## src/rtl/ps2_pkg.sv

```systemverilog
// Shared PS/2 definitions: host transmitter states, command bytes and device responses.
package ps2_pkg;

    typedef enum logic [2:0] {
        IDLE      = 3'd0,
        INHIBIT   = 3'd1,
        REQ       = 3'd2,
        XFER      = 3'd3,
        ACK       = 3'd4,
        WAIT_IDLE = 3'd5
    } ps2_tx_state_t;

    localparam logic [7:0] CMD_SET_LED = 8'hED;
    localparam logic [7:0] CMD_ENABLE  = 8'hF4;
    localparam logic [7:0] CMD_RESET   = 8'hFF;

    localparam logic [7:0] RSP_ACK     = 8'hFA;
    localparam logic [7:0] RSP_RESEND  = 8'hFE;

    // PS/2 frames carry odd parity over the eight data bits.
    function automatic logic odd_parity(input logic [7:0] data);
        return ~^data;
    endfunction

endpackage

```

## src/rtl/ps2_edge_sync.sv

```systemverilog
// Pad synchronisers for the PS/2 lines: 3-flop clock path with a falling-edge
// strobe and a 2-flop data path. Flops reset high to match the idle bus.
module ps2_edge_sync (
    input  logic clk,
    input  logic rst,
    input  logic ps2_clk,
    input  logic ps2_data,
    output logic clk_sync,
    output logic data_sync,
    output logic fall
);

    logic [2:0] clk_sr_r;
    logic [1:0] data_sr_r;

    // Shift the raw pad levels through the synchroniser chains.
    always_ff @(posedge clk or negedge rst) begin
        if (!rst) begin
            clk_sr_r  <= 3'b111;
            data_sr_r <= 2'b11;
        end else begin
            clk_sr_r  <= {clk_sr_r[1:0], ps2_clk};
            data_sr_r <= {data_sr_r[0], ps2_data};
        end
    end

    assign clk_sync  = clk_sr_r[1];
    assign data_sync = data_sr_r[1];
    assign fall      = clk_sr_r[2] & ~clk_sr_r[1];

endmodule

```

## src/rtl/ps2_host_tx.sv

```systemverilog
// Host-to-device PS/2 command transmitter: inhibits the bus, issues a request to
// send, shifts one byte out on device clock falls and collects the device ACK.
module ps2_host_tx
    import ps2_pkg::*;
#(
    parameter int INHIBIT_CYCLES = 5000,
    parameter int REQ_CYCLES     = 50,
    parameter int TIMEOUT_CYCLES = 1000000
) (
    input  logic       clk,
    input  logic       rst,
    input  logic       ps2_clk,
    input  logic       ps2_data,
    input  logic       tx_valid,
    input  logic [7:0] tx_data,
    output logic       tx_ready,
    output logic       ps2_clk_oe,
    output logic       ps2_data_oe,
    output logic       done,
    output logic       ack_ok,
    output logic       err
);

    localparam int PHASE_MAX = (INHIBIT_CYCLES > REQ_CYCLES) ? INHIBIT_CYCLES : REQ_CYCLES;
    localparam int CW        = $clog2(PHASE_MAX + 1);
    localparam int TW        = $clog2(TIMEOUT_CYCLES + 1);

    localparam logic [CW-1:0] INHIBIT_LAST = CW'(INHIBIT_CYCLES - 1);
    localparam logic [CW-1:0] REQ_LAST     = CW'(REQ_CYCLES - 1);
    localparam logic [TW-1:0] TIMEOUT_LAST = TW'(TIMEOUT_CYCLES - 1);

    ps2_tx_state_t state_r;
    logic [9:0]    shift_r;
    logic [3:0]    bitcnt_r;
    logic [CW-1:0] phase_cnt_r;
    logic [TW-1:0] tout_r;
    logic          tx_ready_r;
    logic          clk_oe_r;
    logic          data_oe_r;
    logic          done_r;
    logic          ack_ok_r;
    logic          err_r;

    logic          clk_sync_s;
    logic          data_sync_s;
    logic          fall_s;
    logic          timed_s;
    logic          bus_idle_s;
    logic          expire_s;

    ps2_edge_sync u_sync (
        .clk       (clk),
        .rst       (rst),
        .ps2_clk   (ps2_clk),
        .ps2_data  (ps2_data),
        .clk_sync  (clk_sync_s),
        .data_sync (data_sync_s),
        .fall      (fall_s)
    );

    // Only device-clocked states are guarded; a fall on the terminal count wins.
    assign timed_s    = (state_r == XFER) || (state_r == ACK) || (state_r == WAIT_IDLE);
    assign bus_idle_s = clk_sync_s & data_sync_s;
    assign expire_s   = timed_s && !fall_s && (tout_r == TIMEOUT_LAST)
                        && !((state_r == WAIT_IDLE) && bus_idle_s);

    // Frame sequencer with registered line enables and status pulses.
    always_ff @(posedge clk or negedge rst) begin
        if (!rst) begin
            state_r     <= IDLE;
            shift_r     <= 10'd0;
            bitcnt_r    <= 4'd0;
            phase_cnt_r <= '0;
            tout_r      <= '0;
            tx_ready_r  <= 1'b1;
            clk_oe_r    <= 1'b0;
            data_oe_r   <= 1'b0;
            done_r      <= 1'b0;
            ack_ok_r    <= 1'b0;
            err_r       <= 1'b0;
        end else begin
            done_r <= 1'b0;
            err_r  <= 1'b0;
            if (expire_s) begin
                state_r    <= IDLE;
                tx_ready_r <= 1'b1;
                clk_oe_r   <= 1'b0;
                data_oe_r  <= 1'b0;
                ack_ok_r   <= 1'b0;
                err_r      <= 1'b1;
                tout_r     <= '0;
            end else begin
                case (state_r)
                    IDLE: begin
                        clk_oe_r  <= 1'b0;
                        data_oe_r <= 1'b0;
                        if (tx_valid) begin
                            shift_r     <= {1'b1, odd_parity(tx_data), tx_data};
                            phase_cnt_r <= '0;
                            ack_ok_r    <= 1'b0;
                            tx_ready_r  <= 1'b0;
                            clk_oe_r    <= 1'b1;
                            state_r     <= INHIBIT;
                        end else begin
                            tx_ready_r <= 1'b1;
                        end
                    end
                    INHIBIT: begin
                        if (phase_cnt_r == INHIBIT_LAST) begin
                            phase_cnt_r <= '0;
                            data_oe_r   <= 1'b1;
                            state_r     <= REQ;
                        end else begin
                            phase_cnt_r <= phase_cnt_r + CW'(1);
                        end
                    end
                    REQ: begin
                        if (phase_cnt_r == REQ_LAST) begin
                            phase_cnt_r <= '0;
                            bitcnt_r    <= 4'd0;
                            tout_r      <= '0;
                            clk_oe_r    <= 1'b0;
                            state_r     <= XFER;
                        end else begin
                            phase_cnt_r <= phase_cnt_r + CW'(1);
                        end
                    end
                    XFER: begin
                        if (fall_s) begin
                            data_oe_r <= ~shift_r[0];
                            shift_r   <= {1'b0, shift_r[9:1]};
                            bitcnt_r  <= bitcnt_r + 4'd1;
                            tout_r    <= '0;
                            if (bitcnt_r == 4'd9) begin
                                state_r <= ACK;
                            end else begin
                                state_r <= XFER;
                            end
                        end else begin
                            tout_r <= tout_r + TW'(1);
                        end
                    end
                    ACK: begin
                        if (fall_s) begin
                            ack_ok_r <= ~data_sync_s;
                            tout_r   <= '0;
                            state_r  <= WAIT_IDLE;
                        end else begin
                            tout_r <= tout_r + TW'(1);
                        end
                    end
                    WAIT_IDLE: begin
                        if (bus_idle_s) begin
                            done_r     <= 1'b1;
                            tx_ready_r <= 1'b1;
                            tout_r     <= '0;
                            state_r    <= IDLE;
                        end else if (fall_s) begin
                            tout_r <= '0;
                        end else begin
                            tout_r <= tout_r + TW'(1);
                        end
                    end
                    default: begin
                        state_r    <= IDLE;
                        tx_ready_r <= 1'b1;
                        clk_oe_r   <= 1'b0;
                        data_oe_r  <= 1'b0;
                    end
                endcase
            end
        end
    end

    assign tx_ready    = tx_ready_r;
    assign ps2_clk_oe  = clk_oe_r;
    assign ps2_data_oe = data_oe_r;
    assign done        = done_r;
    assign ack_ok      = ack_ok_r;
    assign err         = err_r;

endmodule

```

## config.mk

```make
export PLATFORM = sky130hd
export DESIGN_NAME = ps2_host_tx
export DESIGN_NICKNAME = d
export VERILOG_FILES = /design/src/rtl/ps2_pkg.sv /design/src/rtl/ps2_edge_sync.sv /design/src/rtl/ps2_host_tx.sv
export SDC_FILE = /design/constraint.sdc
export NUM_CORES = 1
export LEC_CHECK = 0
export BUFFER_PORTS_ARGS = -buffer_cell sky130_fd_sc_hd__buf_2
export CORE_ASPECT_RATIO = 1.4
export CORE_MARGIN = 1.5
export CORE_UTILIZATION = 47
export CTS_CLUSTER_DIAMETER = 40
export CTS_CLUSTER_SIZE = 40
export DETAILED_ROUTE_END_ITERATION = 10
export PLACE_DENSITY = 0.62
export SETUP_SLACK_MARGIN = 0.3
export SYNTH_ARGS = -nofsm -noshare
export SYNTH_HDL_FRONTEND = slang
export SYNTH_SLANG_ARGS = --single-unit
```

## constraint.sdc

```tcl
create_clock -name clk -period 2.95 [get_ports clk]
set_clock_uncertainty 0.1 [all_clocks]
set_input_delay 0.59 -clock clk [delete_from_list [all_inputs] [get_ports clk]]
set_output_delay 0.59 -clock clk [all_outputs]
set_load 0.05 [all_outputs]
```

==> out/results.ini, run 1 <==
[run]
drv_cap = 0

[final_layout]
final_common_cell = dfrtp_1
drive_above_1_share_pct = 13.9
final_cell_mix = dfrtp_1, nand2_1, a21oi_1, nor2_1
num-nets-final = 415
n_antenna_cell = 0
syn_to_final_growth_pct = 12.2
finalInstanceArea_um2 = 3850
fin_cells = 497
n_fill_cell = 661
final_util_pct = 54.7

[floorplan]
die_x_um = 75.2
dieArea_um2 = 7820
die_height_um = 104
initial_core_util_pct = 48.8
core_um2 = 7030
rows = 36
pin_count = 19

[worst_hold_path]
hold_class = input pin to asynchronous set/reset pin

[clock_network]
htreeDepth = 3
cts_tree = yes
cts-buffers-inserted = 9
path_clk_slew_ns = 0.07
clock-root-buffer = clkbuf_8
cts_setup_buffers = 0
clk_latency_ns = 0.35
clock-sinks = 61
cts.path.max_buffers = 2

[worst_setup_path]
worst-path-max-fanout = 10
max_stage_delay_ns = 0.59
crit_chain = or4_4 > o41ai_2 > o31a_1 > o21ai_0 > a32o_1
critPathArrivalTime_ns = 2.61
crit_slowest_cell = or4_4
required_ns = 3.09
crit_type = flop to flop
startpoint_type = flop
end_kind = flop

[sta]
finalHoldViolations = 0
fin_tns_setup_ns = 0
relSlewSlack_pct = 31.2
grt_setup_unrepaired = false
finalCritPeriodShare_pct = 83.8
fmax_ghz = 0.405
setup_violations = 0
period_minus_slack_ns = 2.47
slew_violations = 0
worst_slew_pin_slew_ns = 1.02

[logic_synthesis]
synth_edf_count = 0
synth_warnings = 0
synth_fp_nets = 396
ys.flop_type = dfrtp_1
synth-seq-cells = 61
seq_area_frac_synth_pct = 44.7
mappedNetlistArea_um2 = 3430
syn_avg_cell_area_um2 = 9.07
yosysUniqueCellTypes = 58
async_reset_ff_share_pct = 100
syn_inst = 378

[power_and_ir_drop]
power.total_mw = 1.69
peakVddDrop_mv = 0.316
power.leakage_nw = 1.66
powerDensity_nw_per_um2 = 438

[detailed_routing]
ant_nets = 0
met2_length_um = 4200
route.vias.total = 2910
drt-pass1-iter-count = 5
top_layer_used = met4
routed_wirelength_um = 8120
remaining_drc_errors = 0
viasPerCell = 5.86
wl_met1_um = 3490
wl_met3_um = 188
drt_iter0_drc = 181
wl_per_cell_um = 16.3

[place]
dp_hpwl_um = 5690
place_area_um2 = 3640
finalWeightedCongestion = 0.800
dp.cells = 481
portBuffers = 18

[grt]
grt_first_pass_wirelength_um = 13700
grt_overflow = 0
antenna_found_initial = 0
grt_pass1_vias = 2844
grt_usage_pct = 22.7
grt_max_degree = 38

[outcome]
status = finished clean

power by group:
part	internal [mW]	switching (mW)	leakage (nW)
sequential	0.842	0.00260	0.785
combinational	0.0253	0.0384	0.773
clock	0.434	0.344	0.102
total	1.30	0.385	1.66
cell usage after synthesis, drive strengths merged (3+ instances only):
master | instances | area share [%]
buf | 3 | 0.40
dfrtp | 55 | 40
nor3b | 3 | 0.66
a31oi | 12 | 2.2
a211oi | 3 | 0.80
a21oi | 30 | 4.4
nand2b | 9 | 1.6
nor4 | 8 | 1.6
dfstp | 6 | 4.6
inv | 7 | 0.77
nor2b | 4 | 0.73
nand3 | 20 | 2.9
xor2 | 5 | 1.3
ha | 5 | 1.8
or4 | 4 | 1.1
a22o | 4 | 1.0
nand4 | 7 | 1.3
mux2i | 10 | 2.9
and3 | 4 | 0.73
nand2 | 43 | 4.7
a21o | 7 | 1.5
clkbuf | 15 | 1.6
o22ai | 5 | 0.91
and4 | 5 | 1.3
nor2 | 25 | 2.7
nor3 | 10 | 1.5
xnor2 | 12 | 3.1
o21ai | 29 | 4.2
final cells by class:
class                           count  area, um2  area share [%]
Clock buffer                       12        155            4.03
Clock inverter                      4       47.5            1.24
Inverter                            7       26.3           0.683
Multi-Input combinational cell    292       1800            46.8
Sequential cell                    61       1530            39.9
Tap cell                           95        119            3.09
Timing Repair Buffer               26        163            4.23
path summary, 6_finish.rpt:
| kind | start | to | slack [ns] | depth (start not counted) |
|---|---|---|---|---|
| setup reg to reg | phase_cnt_r[3] | phase_cnt_r[6] | 0.48 | 5 |
| min in group clk | ps2_data | u_sync.data_sr_r[0] | 0.24 | 1 |
| setup / recovery | phase_cnt_r[3] | phase_cnt_r[6] | 0.48 | 5 |
| hold reg to reg | u_sync.clk_sr_r[0] | u_sync.clk_sr_r[1] | 0.26 | 0 |
| hold / removal | rst | err | 0.15 | 1 |
| max in group asynchronous | rst | u_sync.clk_sr_r[2] | 1.91 | 2 |
layer usage:
layer  vias to the layer above  global-route usage (%)
li1                       1432                       -
met3                        20                    3.78
met2                        55                    38.5
met4                         0                    10.5
met1                      1403                    27.3
met5                         -                       0
kinds of logic after synthesis:
kind of cell               Yosys count  synth area share (%)
and+or+nand+nor                    153                  23.6
AOI/OAI and AO/OA                  106                  19.4
DFF                                 61                  44.7
buffers and inverters               25                  2.81
xor gates and xnor gates            17                  4.34
muxes                               11                  3.25
adders and majority gates            5                  1.82
worst max-delay path: cells and delay by family, from the launching register on:
| kind | cells | cell delay, ns |
|---|---|---|
| flops | 1 | 0.44 |
| simple gates | 1 | 0.59 |
| compound gates | 4 | 1.23 |
registers in the layout, indices dropped and copies added (netlist names):
| register | count |
|---|---|
| bitcnt_r | 4 |
| phase_cnt_r | 13 |
| state_r | 3 |
| tx_ready | 1 |
| shift_r | 10 |
| u_sync.data_sr_r | 2 |
| ack_ok | 1 |
| done | 1 |
| u_sync.clk_sr_r | 3 |
| err | 1 |
| tout_r | 20 |
| ps2_data_oe | 1 |
| ps2_clk_oe | 1 |
timing repair:
action | CTS | global route
hold buffers | 0 | 0
endpoints found under the setup margin | 0 | 1
gates resized for setup | 0 | 1
metrics by stage:
stage / hold WS, ns / worst slack, ns
2_1_floorplan: 0.194 / 0.695
3_3_place_gp: 0.247 / 0.503
3_5_place_dp: 0.248 / 0.480
4_1_cts: 0.175 / 0.472
5_1_grt: 0.215 / 0.313
6_report: 0.154 / 0.479
Power figures use the tool's default switching activity.
==> inputs of run 2 (changes only) <==
Settings changed: ABC_AREA set to 1.
Clock period 2.95 ns to 2.6 ns, I/O delays scaled along.
==> out/results.ini, run 2 <==
[outcome]
status = finished clean  ; unchanged

[detailed_routing]
viasPerCell = 5.04  ; was 5.86
route.vias.total = 3145  ; was 2910
routed_wirelength_um = 7970  ; was 8120 um
drt_iter0_drc = 194  ; was 181
wl_per_cell_um = 12.8  ; was 16.3 um
drt-pass1-iter-count = 5  ; unchanged
ant_nets = 0  ; unchanged
remaining_drc_errors = 0  ; unchanged

[final_layout]
finalInstanceArea_um2 = 3940  ; was 3850 um2
num-nets-final = 540  ; was 415
n_antenna_cell = 0  ; unchanged
syn_to_final_growth_pct = 10.3  ; was 12.2%
largest_reg_flops = 20  ; unchanged
final_cell_mix = nand2_1, inv_1, nor2_1, dfrtp_1, nand3_1  ; was dfrtp_1, nand2_1, a21oi_1, nor2_1
drive_above_1_share_pct = 10.8  ; was 13.9%
reg_top3 = tout_r (20), phase_cnt_r (13), shift_r (10)  ; unchanged
final_common_cell = nand2_1  ; was dfrtp_1
largest_register = tout_r  ; unchanged

[worst_setup_path]
cp_common_cell = nand2_1
crit_slowest_cell = dfrtp_1  ; was or4_4
max_stage_delay_ns = 0.47  ; was 0.59 ns
crit_chain = inv_2 > nand2_1 > nor2_1 > nand2_1 > o21ai_2 > buf_4 > inv_1 > nand2_1 > nor2_1 > nor3_1  ; was or4_4 > o41ai_2 > o31a_1 > o21ai_0 > a32o_1
critPathArrivalTime_ns = 2.16  ; was 2.61 ns
crit_type = flop to flop  ; unchanged
worst-path-max-fanout = 14  ; was 10
crit_buf_inv = 3  ; was 0
end_kind = flop  ; unchanged
startpoint_type = flop  ; unchanged
cp_top_family = simple AND/OR/NAND/NOR gates  ; was compound AO/OA/AOI/OAI gates
required_ns = 2.77  ; was 3.09 ns

[place]
place_ws_ns = 0.613  ; was 0.480 ns
dp_hpwl_um = 5930  ; was 5690 um
finalWeightedCongestion = 0.922  ; was 0.800
portBuffers = 18  ; unchanged
place_area_um2 = 3770  ; was 3640 um2

[logic_synthesis]
syn_inst = 494  ; was 378
synth_warnings = 0  ; unchanged
async_reset_ff_share_pct = 100  ; unchanged
synth_largest_area_cell = dfrtp_1  ; unchanged
ys.flop_type = dfrtp_1  ; unchanged
seq_area_frac_synth_pct = 43.0  ; was 44.7%
synth_area_leaders = dfrtp_1, nand2_1, inv_1  ; was dfrtp_1, nand2_1, dfstp_2
yosysMostFrequentCell = nand2_1  ; was dfrtp_1
synth_fp_nets = 512  ; was 396
synth-seq-cells = 61  ; unchanged
syn_avg_cell_area_um2 = 7.23  ; was 9.07 um2
synth_top_area_share_pct = 38.6  ; was 40.1%
yosysUniqueCellTypes = 32  ; was 58
synth_edf_count = 0  ; unchanged
synthTopCellsByCount = nand2_1, inv_1, nor2_1, dfrtp_1, nand3_1  ; was dfrtp_1, nand2_1, a21oi_1, nor2_1
mappedNetlistArea_um2 = 3570  ; was 3430 um2

[floorplan]
core_um2 = 7360  ; was 7030 um2
rows = 37  ; was 36
die_x_um = 76.7  ; was 75.2 um
initial_core_util_pct = 48.5  ; was 48.8%
pin_count = 19  ; unchanged
dieArea_um2 = 8130  ; was 7820 um2
die_height_um = 106  ; was 104 um

[grt]
grt_usage_pct = 21.6  ; was 22.7%
grt_first_pass_wirelength_um = 13800  ; was 13700 um
grt_max_degree = 24  ; was 38
grt_overflow = 0  ; unchanged
antenna_found_initial = 0  ; unchanged
grt_pass1_vias = 3093  ; was 2844

[sta]
slew_violations = 0  ; unchanged
period_minus_slack_ns = 1.99  ; was 2.47 ns
finalCritPeriodShare_pct = 76.5  ; was 83.8%
grt_setup_unrepaired = false  ; unchanged
fin_tns_setup_ns = 0  ; unchanged
fmax_ghz = 0.503  ; was 0.405 GHz
worst_slew_pin_slew_ns = 0.520  ; was 1.02 ns
finalHoldViolations = 0  ; unchanged
setup_violations = 0  ; unchanged
worst_slack_ns = 0.611  ; was 0.479 ns
relSlewSlack_pct = 65.4  ; was 31.2%

[clock_network]
clock-sinks = 61  ; unchanged
hold_buffers = 0  ; unchanged
cts_resized = 0  ; unchanged
htreeDepth = 3  ; unchanged
clk_latency_ns = 0.36  ; was 0.35 ns
cts_setup_buffers = 0  ; unchanged
cts-buffers-inserted = 9  ; unchanged
clock-root-buffer = clkbuf_8  ; unchanged
cts_tree = yes  ; unchanged
cts.path.max_buffers = 2  ; unchanged
path_clk_slew_ns = 0.07  ; about the same

[power_and_ir_drop]
powerDensity_nw_per_um2 = 960  ; was 438 nW/um2
power.leakage_nw = 1.96  ; was 1.66 nW
peakVddDrop_mv = 0.450  ; was 0.316 mV

[worst_hold_path]
hold_class = input pin to asynchronous set/reset pin  ; unchanged

[run]
drv_cap = 0  ; unchanged

==> run 2: cell types whose count changed in the layout (fill, tap and decap cells not counted), moves of 11 or more <==
cell and change:
nand3_1 +14, a31oi_1 -12, o21ai_0 +22, nand2_1 +92, nor2_1 +41, a21oi_1 -11, inv_1 +62
==> run 2: cells by family (layout without fill, tap and decap cells) <==
kind of cell | count (synthesis) | in the layout | synth area share, %
buffers and inverters | 77 | 110 | 8.83
flip-flops | 61 | 61 | 43.0
multiplexers | 8 | 8 | 2.24
AO/OA/AOI/OAI | 67 | 67 | 10.1
XOR/XNOR | 12 | 12 | 2.94
AND/OR/NAND/NOR | 264 | 264 | 31.2
adder cells (fa/ha/maj) | 5 | 5 | 1.75
==> run 2: through the flow <==
| step | std cells | util, % | hold WS [ns] | total power [mW] |
|---|---|---|---|---|
| finish | 624 | 53.5 | 0.0380 | 3.78 |
| detailed placement | 608 | 51.3 | 0.247 | 3.05 |
| global route | 624 | 53.5 | 0.0748 | 4.11 |
| CTS | 624 | 53.5 | 0.0503 | 3.81 |
| global placement | 608 | 51.3 | 0.246 | 3.02 |
| floorplan | 494 | - | 0.124 | 2.68 |
==> run 2: where the power goes <==
group	total, mW	internal (mW)	switching, mW
Combinational	1.75	0.532	1.22
Sequential	1.29	1.15	0.142
Clock	0.738	0.370	0.368
==> run 2: routing by layer <==
metal / track usage, % / wire length (um) / vias up
met2: 37.8 / 3940 / 70
met3: 3.09 / 237 / 22
li1: - / - / 1619
met4: 13.1 / 223 / 0
met5: 0 / 0 / -
met1: 24.9 / 3580 / 1434
==> run 2: final cells by class <==
type / instances / area (um2)
inverter: 70 / 263
fill: 715 / 3420
clock inverter: 2 / 10.0
clock buffer: 14 / 153
sequential: 61 / 1530
timing repair buffer: 24 / 135
multi-input combinational: 356 / 1720
tap: 97 / 121
==> run 2: final timing paths <==
path | slack (ns) | cells after the start | endpoint | start
min | 0.04 | 1 | phase_cnt_r[8] | rst
min in group clk | 0.17 | 1 | u_sync.data_sr_r[0] | ps2_data
max in group asynchronous | 1.64 | 2 | u_sync.data_sr_r[0] | rst
max | 0.61 | 10 | phase_cnt_r[12] | state_r[1]
min reg2reg | 0.26 | 0 | u_sync.clk_sr_r[1] | u_sync.clk_sr_r[0]
max reg2reg | 0.61 | 10 | phase_cnt_r[12] | state_r[1]
==> run 2: worst reg2reg max path, stage by stage, from the launching register on <==
cell     delay, ns
dfrtp_1       0.47
inv_2         0.18
nand2_1       0.09
nor2_1        0.18
nand2_1       0.13
o21ai_2       0.09
buf_4         0.22
inv_1         0.15
nand2_1       0.10
nor2_1        0.04
nor3_1        0.16
==> inputs of run 3 (changes only) <==
Settings changed: PLACE_DENSITY 0.62 to 0.64.
Clock period 2.6 ns to 1.65 ns, I/O delays scaled along.
==> out/results.ini, run 3 (synthesized netlist as in run 2, its figures left out) <==
[detailed_routing]
ant_nets = 0  ; unchanged
route.vias.total = 4089  ; was 3145
wl_per_cell_um = 17.1  ; was 12.8 um
remaining_drc_errors = 0  ; unchanged
drt_iter0_drc = 271  ; was 194
routed_wirelength_um = 12800  ; was 7970 um
viasPerCell = 5.45  ; was 5.04
drt-pass1-iter-count = 5  ; unchanged

[grt]
grt_usage_pct = 26.7  ; was 21.6%
grt_overflow = 0  ; unchanged
grt_max_degree = 62  ; was 24
antenna_found_initial = 0  ; unchanged
grt_first_pass_wirelength_um = 17200  ; was 13800 um
grt_pass1_vias = 3955  ; was 3093

[final_layout]
reg_top3 = tout_r (20), phase_cnt_r (13), shift_r (10)  ; unchanged
largest_register = tout_r  ; unchanged
n_antenna_cell = 0  ; unchanged
largest_reg_flops = 20  ; unchanged
final_cell_mix = buf_4, nand2_1, inv_1, dfrtp_1, buf_6  ; was nand2_1, inv_1, nor2_1, dfrtp_1, nand3_1
drive_above_1_share_pct = 53.1  ; was 10.8%
final_util_pct = 81.4  ; was 53.5%
final_common_cell = buf_4  ; was nand2_1
syn_to_final_growth_pct = 67.9  ; was 10.3%
num-nets-final = 666  ; was 540

[run]
drv_cap = 0  ; unchanged

[sta]
grt_setup_unrepaired = true  ; was false
worst_slack_ns = -0.269  ; was 0.611 ns
finalCritPeriodShare_pct = 116  ; was 76.5%
setup_violations = 53  ; was 0
fin_tns_setup_ns = -7.72  ; was 0 ns
fmax_ghz = 0.521  ; was 0.503 GHz
relSlewSlack_pct = 72.6  ; was 65.4%
slew_violations = 0  ; unchanged
period_minus_slack_ns = 1.92  ; was 1.99 ns
finalHoldViolations = 0  ; unchanged
fin_hold_ws_ns = 0.212  ; was 0.0380 ns
worst_slew_pin_slew_ns = 0.408  ; was 0.520 ns

[worst_setup_path]
cp_common_cell = buf_6  ; was nand2_1
end_kind = flop  ; unchanged
max_stage_delay_ns = 0.46  ; was 0.47 ns
critPathArrivalTime_ns = 2.07  ; was 2.16 ns
crit_slowest_cell = dfrtp_1  ; unchanged
crit_type = flop to flop  ; unchanged
crit_chain = buf_6 > nor2_4 > buf_6 > buf_6 > o21ai_4 > buf_6 > nor2_4 > nand2_2 > nand2_2 > o21ai_2 > nor2_1  ; was inv_2 > nand2_1 > nor2_1 > nand2_1 > o21ai_2 > buf_4 > inv_1 > nand2_1 > nor2_1 > nor3_1
startpoint_type = flop  ; unchanged
required_ns = 1.80  ; was 2.77 ns
rr_worst_depth = 11  ; was 10
worst-path-max-fanout = 7  ; was 14

[clock_network]
path_clk_slew_ns = 0.07  ; about the same
cts.path.max_buffers = 2  ; unchanged
clk_latency_ns = 0.36  ; about the same
cts-buffers-inserted = 9  ; unchanged
clock-sinks = 61  ; unchanged
cts_tree = yes  ; unchanged
htreeDepth = 3  ; unchanged
clock-root-buffer = clkbuf_8  ; unchanged

[floorplan]
dieArea_um2 = 8130  ; unchanged
initial_core_util_pct = 48.5  ; unchanged
die_height_um = 106  ; unchanged
rows = 37  ; unchanged
pin_count = 19  ; unchanged
die_x_um = 76.7  ; unchanged
core_um2 = 7360  ; unchanged

[place]
dp_hpwl_um = 6750  ; was 5930 um
finalWeightedCongestion = 0.936  ; was 0.922
portBuffers = 18  ; unchanged

[outcome]
violations = setup timing
status = finished with violations  ; was finished clean

[power_and_ir_drop]
peakVddDrop_mv = 0.904  ; was 0.450 mV
power.leakage_nw = 2.83  ; was 1.96 nW
powerDensity_nw_per_um2 = 1770  ; was 960 nW/um2

[worst_hold_path]
hold_class = input pin to flop  ; was input pin to asynchronous set/reset pin
whs_path_depth = 3

[run 3: changes by cell type in the layout (fill, tap and decap cells not counted), moves of 18 or more]
| cell | before | now |
|---|---|---|
| nand2_2 | 3 | 41 |
| o21ai_2 | 1 | 20 |
| buf_6 | 0 | 45 |
| nor2_4 | 0 | 22 |
| buf_4 | 6 | 85 |
| nand2_1 | 135 | 80 |
| nor2_1 | 66 | 33 |
| o21ai_0 | 31 | 13 |
[run 3: per-stage QoR]
stage / setup WS, ns / cells / power (mW) / cell area, um2
2_1_floorplan: 0.0447 / 494 / 4.45 / 3670
3_3_place_gp: -0.198 / 687 / 5.82 / 4460
3_5_place_dp: -0.228 / 687 / 5.88 / 4460
4_1_cts: -0.0845 / 729 / 8.60 / 5340
5_1_grt: -0.300 / 750 / 11.1 / 5990
6_report: -0.269 / 750 / 10.6 / 5990
[run 3: worst paths after layout]
kind,startpoint,endpoint,slack [ns]
setup / recovery,state_r[2],phase_cnt_r[11],-0.27
hold / removal,tx_data[0],shift_r[0],0.21
setup reg to reg,state_r[2],phase_cnt_r[11],-0.27
hold reg to reg,u_sync.data_sr_r[0],u_sync.data_sr_r[1],0.26
max in group asynchronous,rst,tx_ready,0.70
min in group asynchronous,rst,phase_cnt_r[3],0.42
[run 3: final cells by class]
cell class,count,area [um2]
multi-input combinational,357,2520
timing repair buffer,149,1310
fill,421,1370
inverter,70,283
clock inverter,4,70.1
tap,97,121
clock buffer,12,155
sequential,61,1540
[run 3: power breakdown]
group / total, mW / switching, mW / internal (mW)
registers: 2.11 / 0.290 / 1.82
clock network: 1.56 / 0.633 / 0.929
logic: 6.94 / 3.83 / 3.11
total: 10.6 / 4.75 / 5.87
[run 3: metal layers]
layer | global-route usage [%] | up-vias | wire (um)
met3 | 4.89 | 62 | 511
met4 | 12.7 | 0 | 635
met5 | 0 | - | 0
met1 | 28.1 | 1966 | 4680
met2 | 50.4 | 179 | 7020
li1 | - | 1882 | -
[run 3: what timing repair did]
item,CTS,global route
endpoints found under the hold margin,57,0
gates resized for setup,132,144
pin swaps,36,53
hold buffers,3,0
setup endpoints to repair,61,59
gates cloned,2,0
buffers inserted,21,21
[run 3: critical path, delay by kind of cell (launching register included)]
family	cells	cell delay (ns)
buffers and inverters	4	0.54
DFF	1	0.46
and+or+nand+nor	5	0.29
AOI/OAI and AO/OA	2	0.41
